## config.mk

```make
export PLATFORM = sky130hd
export DESIGN_NAME = uart_stream_receive
export DESIGN_NICKNAME = d
export VERILOG_FILES = /design/src/rtl/uart_rx_pkg.sv /design/src/rtl/stream_fifo.sv /design/src/rtl/uart_stream_receive.sv
export SDC_FILE = /design/constraint.sdc
export NUM_CORES = 1
export LEC_CHECK = 0
export ABC_AREA = 0
export BUFFER_PORTS_ARGS = -buffer_cell sky130_fd_sc_hd__buf_4
export CAP_MARGIN = 10
export CORE_MARGIN = 10
export CORE_UTILIZATION = 60
export CTS_CLUSTER_DIAMETER = 100
export DETAILED_ROUTE_END_ITERATION = 6
export PLACE_DENSITY = 0.79
export SETUP_SLACK_MARGIN = 0.2
export SLEW_MARGIN = 40
export SYNTH_ARGS = -nofsm -noshare
export SYNTH_HDL_FRONTEND = slang
export SYNTH_SLANG_ARGS = --single-unit
export TNS_END_PERCENT = 50
```

## constraint.sdc

```tcl
create_clock -name m00_axis_aclk -period 7.6 [get_ports m00_axis_aclk]
set_input_delay 0.76 -clock m00_axis_aclk [delete_from_list [all_inputs] [get_ports m00_axis_aclk]]
set_output_delay 0.76 -clock m00_axis_aclk [all_outputs]
set_load 0.005 [all_outputs]
```

## src/rtl/uart_rx_pkg.sv

```systemverilog
// rtl/uart_rx_pkg.sv - State encoding, frame length and tstrb codes for uart_stream_receive.
// UART_RX_PARITY_EN selects the 8E1 frame and adds the PARITY state.
package uart_rx_pkg;

  typedef enum logic [2:0] {
    ST_ARM,
    ST_IDLE,
    ST_START,
    ST_DATA,
`ifdef UART_RX_PARITY_EN
    ST_PARITY,
`endif
    ST_STOP
  } rx_state_t;

`ifdef UART_RX_PARITY_EN
  localparam int FRAME_BITS = 11;
`else
  localparam int FRAME_BITS = 10;
`endif

  localparam logic [1:0] STRB_FULL = 2'b11;
  localparam logic [1:0] STRB_HIGH = 2'b10;

  typedef struct packed {
    logic [15:0] data;
    logic        last;
    logic [1:0]  strb;
  } beat_t;

endpackage

```

## src/rtl/stream_fifo.sv

```systemverilog
// rtl/stream_fifo.sv - Synchronous FIFO with full/empty flags; head entry is read from registers.
module stream_fifo #(
  parameter int WIDTH = 18,
  parameter int DEPTH = 4
) (
  input  logic             clk,
  input  logic             rst_n,
  input  logic             i_push,
  input  logic [WIDTH-1:0] i_data,
  input  logic             i_pop,
  output logic [WIDTH-1:0] o_data,
  output logic             o_full,
  output logic             o_empty
);
  localparam int AW = $clog2(DEPTH);

  logic [WIDTH-1:0] r_mem [DEPTH];
  logic [AW:0]      r_wr_ptr;
  logic [AW:0]      r_rd_ptr;
  logic             w_do_pop;
  logic             w_do_push;

  assign o_empty   = (r_wr_ptr == r_rd_ptr);
  assign o_full    = (r_wr_ptr[AW] != r_rd_ptr[AW]) && (r_wr_ptr[AW-1:0] == r_rd_ptr[AW-1:0]);
  assign o_data    = r_mem[r_rd_ptr[AW-1:0]];
  assign w_do_pop  = i_pop && !o_empty;
  // A pop in the same cycle frees the slot, so a full FIFO still accepts the push.
  assign w_do_push = i_push && (!o_full || w_do_pop);

  always_ff @(posedge clk or negedge rst_n) begin
    if (!rst_n) begin
      for (int i = 0; i < DEPTH; i++) r_mem[i] <= '0;
      r_wr_ptr <= '0;
      r_rd_ptr <= '0;
    end else begin
      if (w_do_push) begin
        r_mem[r_wr_ptr[AW-1:0]] <= i_data;
        r_wr_ptr                <= r_wr_ptr + 1'b1;
      end
      if (w_do_pop) r_rd_ptr <= r_rd_ptr + 1'b1;
    end
  end

endmodule

```

## src/rtl/uart_stream_receive.sv

```systemverilog
// rtl/uart_stream_receive.sv - UART receiver packing byte pairs into 16-bit AXI-Stream words.
// Define UART_RX_PARITY_EN for 8E1 framing with parity check; default is 8N1.
module uart_stream_receive
  import uart_rx_pkg::*;
#(
  parameter int INPUT_CLOCK_FREQ  = 50_000_000,
  parameter int BAUD_RATE         = 12_500_000,
  parameter int FIFO_DEPTH        = 4,
  parameter int IDLE_TIMEOUT_BITS = 16
) (
  input  logic        m00_axis_aclk,
  input  logic        m00_axis_aresetn,
  input  logic        rx_wire_in,
  input  logic        m00_axis_tready,
  output logic        m00_axis_tvalid,
  output logic [15:0] m00_axis_tdata,
  output logic        m00_axis_tlast,
  output logic [1:0]  m00_axis_tstrb,
  output logic        frame_err_out,
  output logic        overflow_out
);
  localparam int CYCLES_PER_BIT = INPUT_CLOCK_FREQ / BAUD_RATE;
  localparam int HALF_BIT       = CYCLES_PER_BIT / 2;
  localparam int ARM_CYCLES     = FRAME_BITS * CYCLES_PER_BIT;
  localparam int TO_CYCLES      = IDLE_TIMEOUT_BITS * CYCLES_PER_BIT;
  localparam int CW             = $clog2(CYCLES_PER_BIT + 1);
  localparam int AW             = $clog2(ARM_CYCLES + 1);
  localparam int TW             = $clog2(TO_CYCLES + 1);

  if (CYCLES_PER_BIT < 4) begin : g_cpb_check
    $error("CYCLES_PER_BIT must be at least 4");
  end

  rx_state_t   r_state, w_next_state;
  logic        r_rx_meta, r_rx_s, r_rx_d;
  logic [CW-1:0] r_cyc_cnt;
  logic [AW-1:0] r_arm_cnt;
  logic [TW-1:0] r_idle_cnt;
  logic [2:0]  r_bit_cnt;
  logic [7:0]  r_shift, r_lone;
  logic [15:0] r_pending;
  logic        r_lone_valid, r_pending_valid, r_to_fired;
  logic        r_push_valid, r_frame_err, r_overflow;
  beat_t       r_push_beat, w_head;
  logic        w_fall, w_sample, w_byte_ok, w_bad_frame, w_to_hit;
  logic        w_full, w_empty, w_pop;

  assign w_fall   = r_rx_d && !r_rx_s;
  assign w_to_hit = (r_state == ST_IDLE) && !r_to_fired && (r_idle_cnt == TW'(TO_CYCLES));
  assign w_pop    = m00_axis_tready && !w_empty;

  always_ff @(posedge m00_axis_aclk or negedge m00_axis_aresetn) begin
    if (!m00_axis_aresetn) r_state <= ST_ARM;
    else                   r_state <= w_next_state;
  end

  always_comb begin
    w_next_state = r_state;
    w_sample     = 1'b0;
    w_byte_ok    = 1'b0;
    w_bad_frame  = 1'b0;
    case (r_state)
      ST_ARM:   if (r_rx_s && r_arm_cnt == AW'(ARM_CYCLES - 1)) w_next_state = ST_IDLE;
      ST_IDLE:  if (w_fall) w_next_state = ST_START;
      ST_START: if (r_cyc_cnt == CW'(HALF_BIT)) begin
        w_sample     = 1'b1;
        w_next_state = r_rx_s ? ST_IDLE : ST_DATA;
      end
      ST_DATA:  if (r_cyc_cnt == CW'(CYCLES_PER_BIT - 1)) begin
        w_sample = 1'b1;
`ifdef UART_RX_PARITY_EN
        if (r_bit_cnt == 3'd7) w_next_state = ST_PARITY;
`else
        if (r_bit_cnt == 3'd7) w_next_state = ST_STOP;
`endif
      end
`ifdef UART_RX_PARITY_EN
      ST_PARITY: if (r_cyc_cnt == CW'(CYCLES_PER_BIT - 1)) begin
        w_sample = 1'b1;
        if (r_rx_s != ^r_shift) begin
          w_bad_frame  = 1'b1;
          w_next_state = ST_ARM;
        end else begin
          w_next_state = ST_STOP;
        end
      end
`endif
      ST_STOP:  if (r_cyc_cnt == CW'(CYCLES_PER_BIT - 1)) begin
        w_sample     = 1'b1;
        w_byte_ok    = r_rx_s;
        w_bad_frame  = !r_rx_s;
        w_next_state = r_rx_s ? ST_IDLE : ST_ARM;
      end
      default:  w_next_state = ST_ARM;
    endcase
  end

  always_ff @(posedge m00_axis_aclk or negedge m00_axis_aresetn) begin
    if (!m00_axis_aresetn) begin
      r_rx_meta       <= 1'b1;
      r_rx_s          <= 1'b1;
      r_rx_d          <= 1'b1;
      r_cyc_cnt       <= '0;
      r_arm_cnt       <= '0;
      r_idle_cnt      <= '0;
      r_bit_cnt       <= '0;
      r_shift         <= '0;
      r_lone          <= '0;
      r_pending       <= '0;
      r_lone_valid    <= 1'b0;
      r_pending_valid <= 1'b0;
      r_to_fired      <= 1'b0;
      r_push_valid    <= 1'b0;
      r_push_beat     <= '0;
      r_frame_err     <= 1'b0;
      r_overflow      <= 1'b0;
    end else begin
      r_rx_meta   <= rx_wire_in;
      r_rx_s      <= r_rx_meta;
      r_rx_d      <= r_rx_s;
      r_frame_err <= w_bad_frame;
      r_overflow  <= r_overflow || (r_push_valid && w_full && !w_pop);
      r_arm_cnt   <= (r_state == ST_ARM && r_rx_s) ? r_arm_cnt + 1'b1 : '0;

      // Loading 1 while idle makes the detect cycle count as the first cycle of the start bit.
      if (r_state == ST_IDLE) r_cyc_cnt <= CW'(1);
      else if (w_sample)      r_cyc_cnt <= '0;
      else                    r_cyc_cnt <= r_cyc_cnt + 1'b1;

      if (r_state == ST_START)           r_bit_cnt <= '0;
      else if (r_state == ST_DATA && w_sample) begin
        r_bit_cnt <= r_bit_cnt + 1'b1;
        r_shift   <= {r_rx_s, r_shift[7:1]};
      end

      if (w_fall) begin
        r_idle_cnt <= '0;
        r_to_fired <= 1'b0;
      end else begin
        if (r_state == ST_IDLE && r_idle_cnt != TW'(TO_CYCLES)) r_idle_cnt <= r_idle_cnt + 1'b1;
        // With both a word and a lone byte held, the timer fires again next cycle for the byte.
        if (w_to_hit && !(r_pending_valid && r_lone_valid)) r_to_fired <= 1'b1;
      end

      r_push_valid <= 1'b0;
      if (w_byte_ok) begin
        if (!r_lone_valid) begin
          r_lone       <= r_shift;
          r_lone_valid <= 1'b1;
        end else begin
          r_lone_valid    <= 1'b0;
          r_pending       <= {r_lone, r_shift};
          r_pending_valid <= 1'b1;
          if (r_pending_valid) begin
            r_push_valid <= 1'b1;
            r_push_beat  <= {r_pending, 1'b0, STRB_FULL};
          end
        end
      end else if (w_to_hit) begin
        if (r_pending_valid) begin
          r_push_valid    <= 1'b1;
          r_push_beat     <= {r_pending, !r_lone_valid, STRB_FULL};
          r_pending_valid <= 1'b0;
        end else if (r_lone_valid) begin
          r_push_valid <= 1'b1;
          r_push_beat  <= {r_lone, 8'h00, 1'b1, STRB_HIGH};
          r_lone_valid <= 1'b0;
        end
      end
    end
  end

  stream_fifo #(
    .WIDTH($bits(beat_t)),
    .DEPTH(FIFO_DEPTH)
  ) u_fifo (
    .clk    (m00_axis_aclk),
    .rst_n  (m00_axis_aresetn),
    .i_push (r_push_valid),
    .i_data (r_push_beat),
    .i_pop  (w_pop),
    .o_data (w_head),
    .o_full (w_full),
    .o_empty(w_empty)
  );

  assign m00_axis_tvalid = !w_empty;
  assign m00_axis_tdata  = w_head.data;
  assign m00_axis_tlast  = w_head.last;
  assign m00_axis_tstrb  = w_head.strb;
  assign frame_err_out   = r_frame_err;
  assign overflow_out    = r_overflow;

endmodule

```

Yosys cells after proc, flatten, opt, wreduce, memory -nomap -nowiden --
Index checks and enable logic that the tools add are counted.
Cells by class: magnitude comparators 3, $add $sub $neg 6, equality and inequality tests 23, reduce and logical (&&, ||, !) cells 38, multiplexer cells 50, bitwise gates (word level) 4
Operators with widths (count):
- $mux W19 | 9
- $bwmux W76 | 1
- $bmux W19 S2 | 1
- $demux W19 S2 | 1
- $mux W3 | 10
- $mux W1 | 22
- $logic_and A1 B1 Y1 | 16
- $ne A2 B2 Y1 const B | 8
- $pmux W3 S5 | 1
- $mux W7 | 2
- $add A3 B1 Y3 const B | 4
- $eq A3 B2 Y1 const B | 4
- $reduce_and A2 Y1 | 5
- $reduce_bool A2 Y1 | 4
- $add A7 B1 Y7 const B | 1
- $eq A7 B7 Y1 const B | 1
- $logic_not A1 Y1 | 7
- $ne A7 B7 Y1 const B | 1
- $add A6 B1 Y6 const B | 1
- $eq A3 B3 Y1 const B | 2
- $eq A6 B6 Y1 const B | 1
- $ge A3 B3 Y1 const B | 2
- $mux W6 | 1
- $not A2 Y3 | 2
- other kinds (15) | 17
Storage, ports and cells: register bits 164, input bits 4, word-level logic and storage cells 150, output and inout port bits 22

Depth between registers and ports, before layout --
word-level depth 6, depth in mapped cells 9, gate-level depth less buffers 6

By module --
From an unflattened synthesis, not the netlist that was laid out.
Second synthesis, totals: cell total of the unflattened synthesis 527, area total of the unflattened synthesis 7447.1 µm²
Modules (own cells, without submodules):
- stream_fifo | times used 1, area an instance 3778.6 µm², cells an instance 224, sequential area each 2052.0 µm²
- uart_stream_receive | times used 1, area an instance 3668.5 µm², cells an instance 303, sequential area each 2055.7 µm²

Worst setup path after synthesis --
Ideal clock, no wire load.
path kind register -> register, start point reg r_cyc_cnt[0], end point reg r_push_beat[17] (netlist bit), setup time 125 ps, path slack 5136 ps, clock period less this slack 2464 ps, path buffers 2, data arrival time 2339 ps, data required time 7475 ps, cell stages (with the launch flop) 8, cells stage by stage dfrtp_1 ha_1 ha_1 clkbuf_1 a31oi_1 clkbuf_1 mux2_2 mux2_4
On the way: cells in the longest elaborated chain, start to end 5, elaborated cells between the ends (all ways) 8, classes of those cells eq/ne: 3; mux: 3; reduce/logical: 2
RTL lines:
- from (decl) | line uart_stream_receive.sv:36 | logic [CW-1:0] r_cyc_cnt;
- from (signal assigned) | line uart_stream_receive.sv:128 | else r_cyc_cnt <= r_cyc_cnt + 1'b1;
- $eq A3 B2 Y1 (*) | line uart_stream_receive.sv:88 | ST_STOP: if (r_cyc_cnt == CW'(CYCLES_PER_BIT - 1)) begin
- $mux W1 (*) | line uart_stream_receive.sv:88
- $mux W1 (*) | line uart_stream_receive.sv:62 | case (r_state)
- $ne A2 B2 Y1 (no line) / $reduce_bool A2 Y1 (equally long branches)
- $reduce_and A4 Y1 (no line)
- to (signal assigned) | line uart_stream_receive.sv:156 | r_push_beat <= {r_pending, 1'b0, STRB_FULL};
- to (signal assigned) | line uart_stream_receive.sv:162 | r_push_beat <= {r_pending, !r_lone_valid, STRB_FULL};
- to (signal assigned) | line uart_stream_receive.sv:166 | r_push_beat <= {r_lone, 8'h00, 1'b1, STRB_HIGH};
- to (decl) | line uart_stream_receive.sv:44 | beat_t r_push_beat, w_head;
Every way passes the cells marked *; elsewhere a longest branch is shown, timed or not. A chain may end at the register's enable or synchronous reset.

Worst setup path in the final report --
start point reg r_cyc_cnt[0], end point reg r_push_beat[7] (netlist bit)
The elaborated chain is that of the path after synthesis.

==> metrics.txt <==
fin util 69.98%; WP data arrival 3.21 ns; Crit. End Element flip-flop; total track usage between 10% and 20%; Required @ worst endpoint 7.90 ns; clk sinks about 160; Worst-Skew Late Latency about 0.43 ns; setup repair after global routing missed its margin false; Total Die Area roughly 0.017 mm^2; grt ovf 0; Power, Total 2.000 mW; Seq/Total Area, Yosys a little under three fifths; slowest CP cell and4_2; WS Path Type reg -> reg; crit-path max FO 19; Die Y between 100 and 150 um; Worst Hold Launch r_rx_meta$_DFF_PN1_; ant diodes 0; Cell Area, Synth around 0.0073 mm^2; library cells used by synthesis 52; Mapped Cells about 500; CP cell instances ha_1 -> ha_1 -> and4_2 -> o22a_2 -> mux2_2; hold_buf cts 0; Avg Cell Area, Syn approximately 15 um^2; Post-CTS Setup Bufs 0; Worst-Margin Slew roughly 0.77 ns; Pleak ~4.1 nW; commonest cells after routing, fill and taps aside dfrtp_1, mux2_2, buf_4, nor2_1, mux4_2; CTS tree built; Worst slew margin 48.81%; final hold vios 0; vias in the first global route ~4400; setup violators final 0; detailed-route DRC error count 0; Row Count 40; number of synthesized register bits around 160; post_cts resized 0; Fmax 343.8 MHz; Top Ports 26; Mapped Nets between 500 and 600; Die W roughly 130 um; largest net degree at the start of global routing 86; P&R area growth vs syn 14.55%; Post-synth EDFFs 0; CTS clock-pin slew for the worst setup and hold paths roughly 0.06 ns; ys async rst share 100.0%; DRT antenna net count 0; Max Slew Vio Count 0; power density over the cells approximately 240 mW/mm^2; Worst VDD drop around 0.14 mV; Port Buffer Count 25; worst hold path type reg -> reg; Hold Slack between 0.3 and 0.4 ns; skew final 0.009032 ns; DRT Pass-1 Iters 4; TNS Setup 0 ns; Main synth FF type dfrtp_1; Design Area, Final 0.008371 mm^2; fin crit share 38.28%; CP most frequent cell ha_1; HPWL after detailed placement 8130 um; nets 545; status complete, no violations; CTS Buffer Depth 2; via count 4092; reg2reg start r_cyc_cnt[0]$_DFF_PN0_; max-cap check violation count 0; DR WL/cell ~19 um; Routed WL 13390 um; critical path startpoint r_cyc_cnt[0]$_DFF_PN0_; initial antenna violation count 0; core region area 0.01196 mm^2; Startpoint Class flip-flop; Routability Congestion about 0.8; fin crit period 2.909 ns; First DRT Iteration DRCs 220; H-tree levels 4; total CTS buffers 17; vias per cell between 5 and 6; most common cell after layout, fill and taps aside dfrtp_1; Synth Warn # 0; Initial Utilization between 60 and 70%; Clock Root Buffer clkbuf_16; first-pass GRT wire length roughly 22000 um; peak per-stage delay on the critical path around 0.65 ns; Area after DPL 0.007612 mm^2; layout cells sized above 1 a little over two fifths
==> path summary, 6_finish.rpt <==
path                                                   to  depth (start not counted)  slack (ns)
setup / recovery               r_push_beat[7]$_DFFE_PN0P_                          5        4.69
hold / removal                           r_rx_s$_DFF_PN1_                          0        0.36
setup reg to reg               r_push_beat[7]$_DFFE_PN0P_                          5        4.69
hold reg to reg                          r_rx_s$_DFF_PN1_                          0        0.36
max in group asynchronous  u_fifo.r_rd_ptr[1]$_DFFE_PN0P_                          2        6.04
min in group asynchronous    u_fifo.r_mem[22]$_DFFE_PN0P_                          1        0.37
==> per-stage QoR <==
step	worst slack, ns	std cells
floorplan	5.136	502
global placement	4.453	656
detailed placement	4.708	656
CTS	4.675	688
global route	4.498	688
finish	4.691	688
==> synthesized netlist by cell type, drive strengths merged, types with 2 or more instances <==
cell type,n,area [um^2]
a211oi,4,30.03
a21o,2,15.01
a21oi,6,30.03
a31oi,3,18.77
and3,4,26.28
buf,10,67.56
clkbuf,11,41.29
dfrtp,161,4029
dfstp,3,78.83
ha,13,162.7
inv,11,41.29
mux2,134,1539
mux2i,2,20.02
mux4,19,427.9
nand2,15,56.30
nand3,7,35.03
nand4,3,18.77
nor2,21,78.83
nor2b,17,106.4
nor3b,2,31.28
o211ai,3,22.52
o21ai,8,40.04
o22a,2,17.52
o22ai,3,18.77
xnor2,10,87.58
xor2,8,70.07
==> routing by layer <==
layer | global-route usage (%) | routed length [um] | part of all wire, % | vias to the layer above
li1 | - | - | - | 1867
met1 | 20.57 | 5970 | 45 | 2159
met2 | 28.69 | 6834 | 51 | 52
met3 | 4.057 | 405 | 3.0 | 14
met4 | 6.213 | 182 | 1.4 | 0
met5 | 0 | 0 | 0 | -
==> registers in the layout, summed over array words and instances (netlist names) <==
signal and flops:
u_fifo.r_mem 76, r_push_beat 19, r_pending 16, r_lone 8, r_shift 8, r_idle_cnt 7
r_arm_cnt 6, r_bit_cnt 3, r_cyc_cnt 3, r_state 3, u_fifo.r_rd_ptr 3, u_fifo.r_wr_ptr 3
frame_err_out 1, overflow_out 1, r_lone_valid 1, r_pending_valid 1, r_push_valid 1, r_rx_d 1
r_rx_meta 1, r_rx_s 1, r_to_fired 1
==> area by class of cell <==
type / count / area (um^2)
tap: 147 / 183.9
clock inverter: 14 / 329.1
clock buffer: 18 / 429.2
sequential: 164 / 4109
fill: 764 / 3591
multi-input combinational: 306 / 3060
inverter: 11 / 41.29
timing repair buffer: 28 / 217.7
==> critical path, delay by kind of cell, from the launching register on <==
| family | cells | cell delay, ns |
|---|---|---|
| adder cells (fa/ha/maj) | 2 | 0.69 |
| AND/OR/NAND/NOR | 1 | 0.65 |
| AO/OA/AOI/OAI | 1 | 0.60 |
| flip-flops | 1 | 0.41 |
| multiplexers | 1 | 0.41 |
==> kinds of logic (layout without fill, tap and decap cells) <==
group / Yosys count / in the layout / synth area share [%]
AO/OA/AOI/OAI: 38 / 38 / 3.630
XOR/XNOR: 18 / 18 / 2.158
adder cells (fa/ha/maj): 13 / 13 / 2.226
buffers and inverters: 32 / 71 / 2.055
flip-flops: 164 / 164 / 56.22
multiplexers: 155 / 155 / 27.19
AND/OR/NAND/NOR: 82 / 82 / 6.524
==> power by group <==
| group | internal (mW) | leakage [nW] | total (mW) | switching (mW) |
|---|---|---|---|---|
| registers | 0.876 | 2.27 | 0.879 | 0.00276 |
| clock network | 0.749 | 0.360 | 1.09 | 0.345 |
| logic | 0.00524 | 1.48 | 0.0266 | 0.0214 |
| total | 1.63 | 4.11 | 2.00 | 0.370 |
Power figures use the tool's default switching activity.
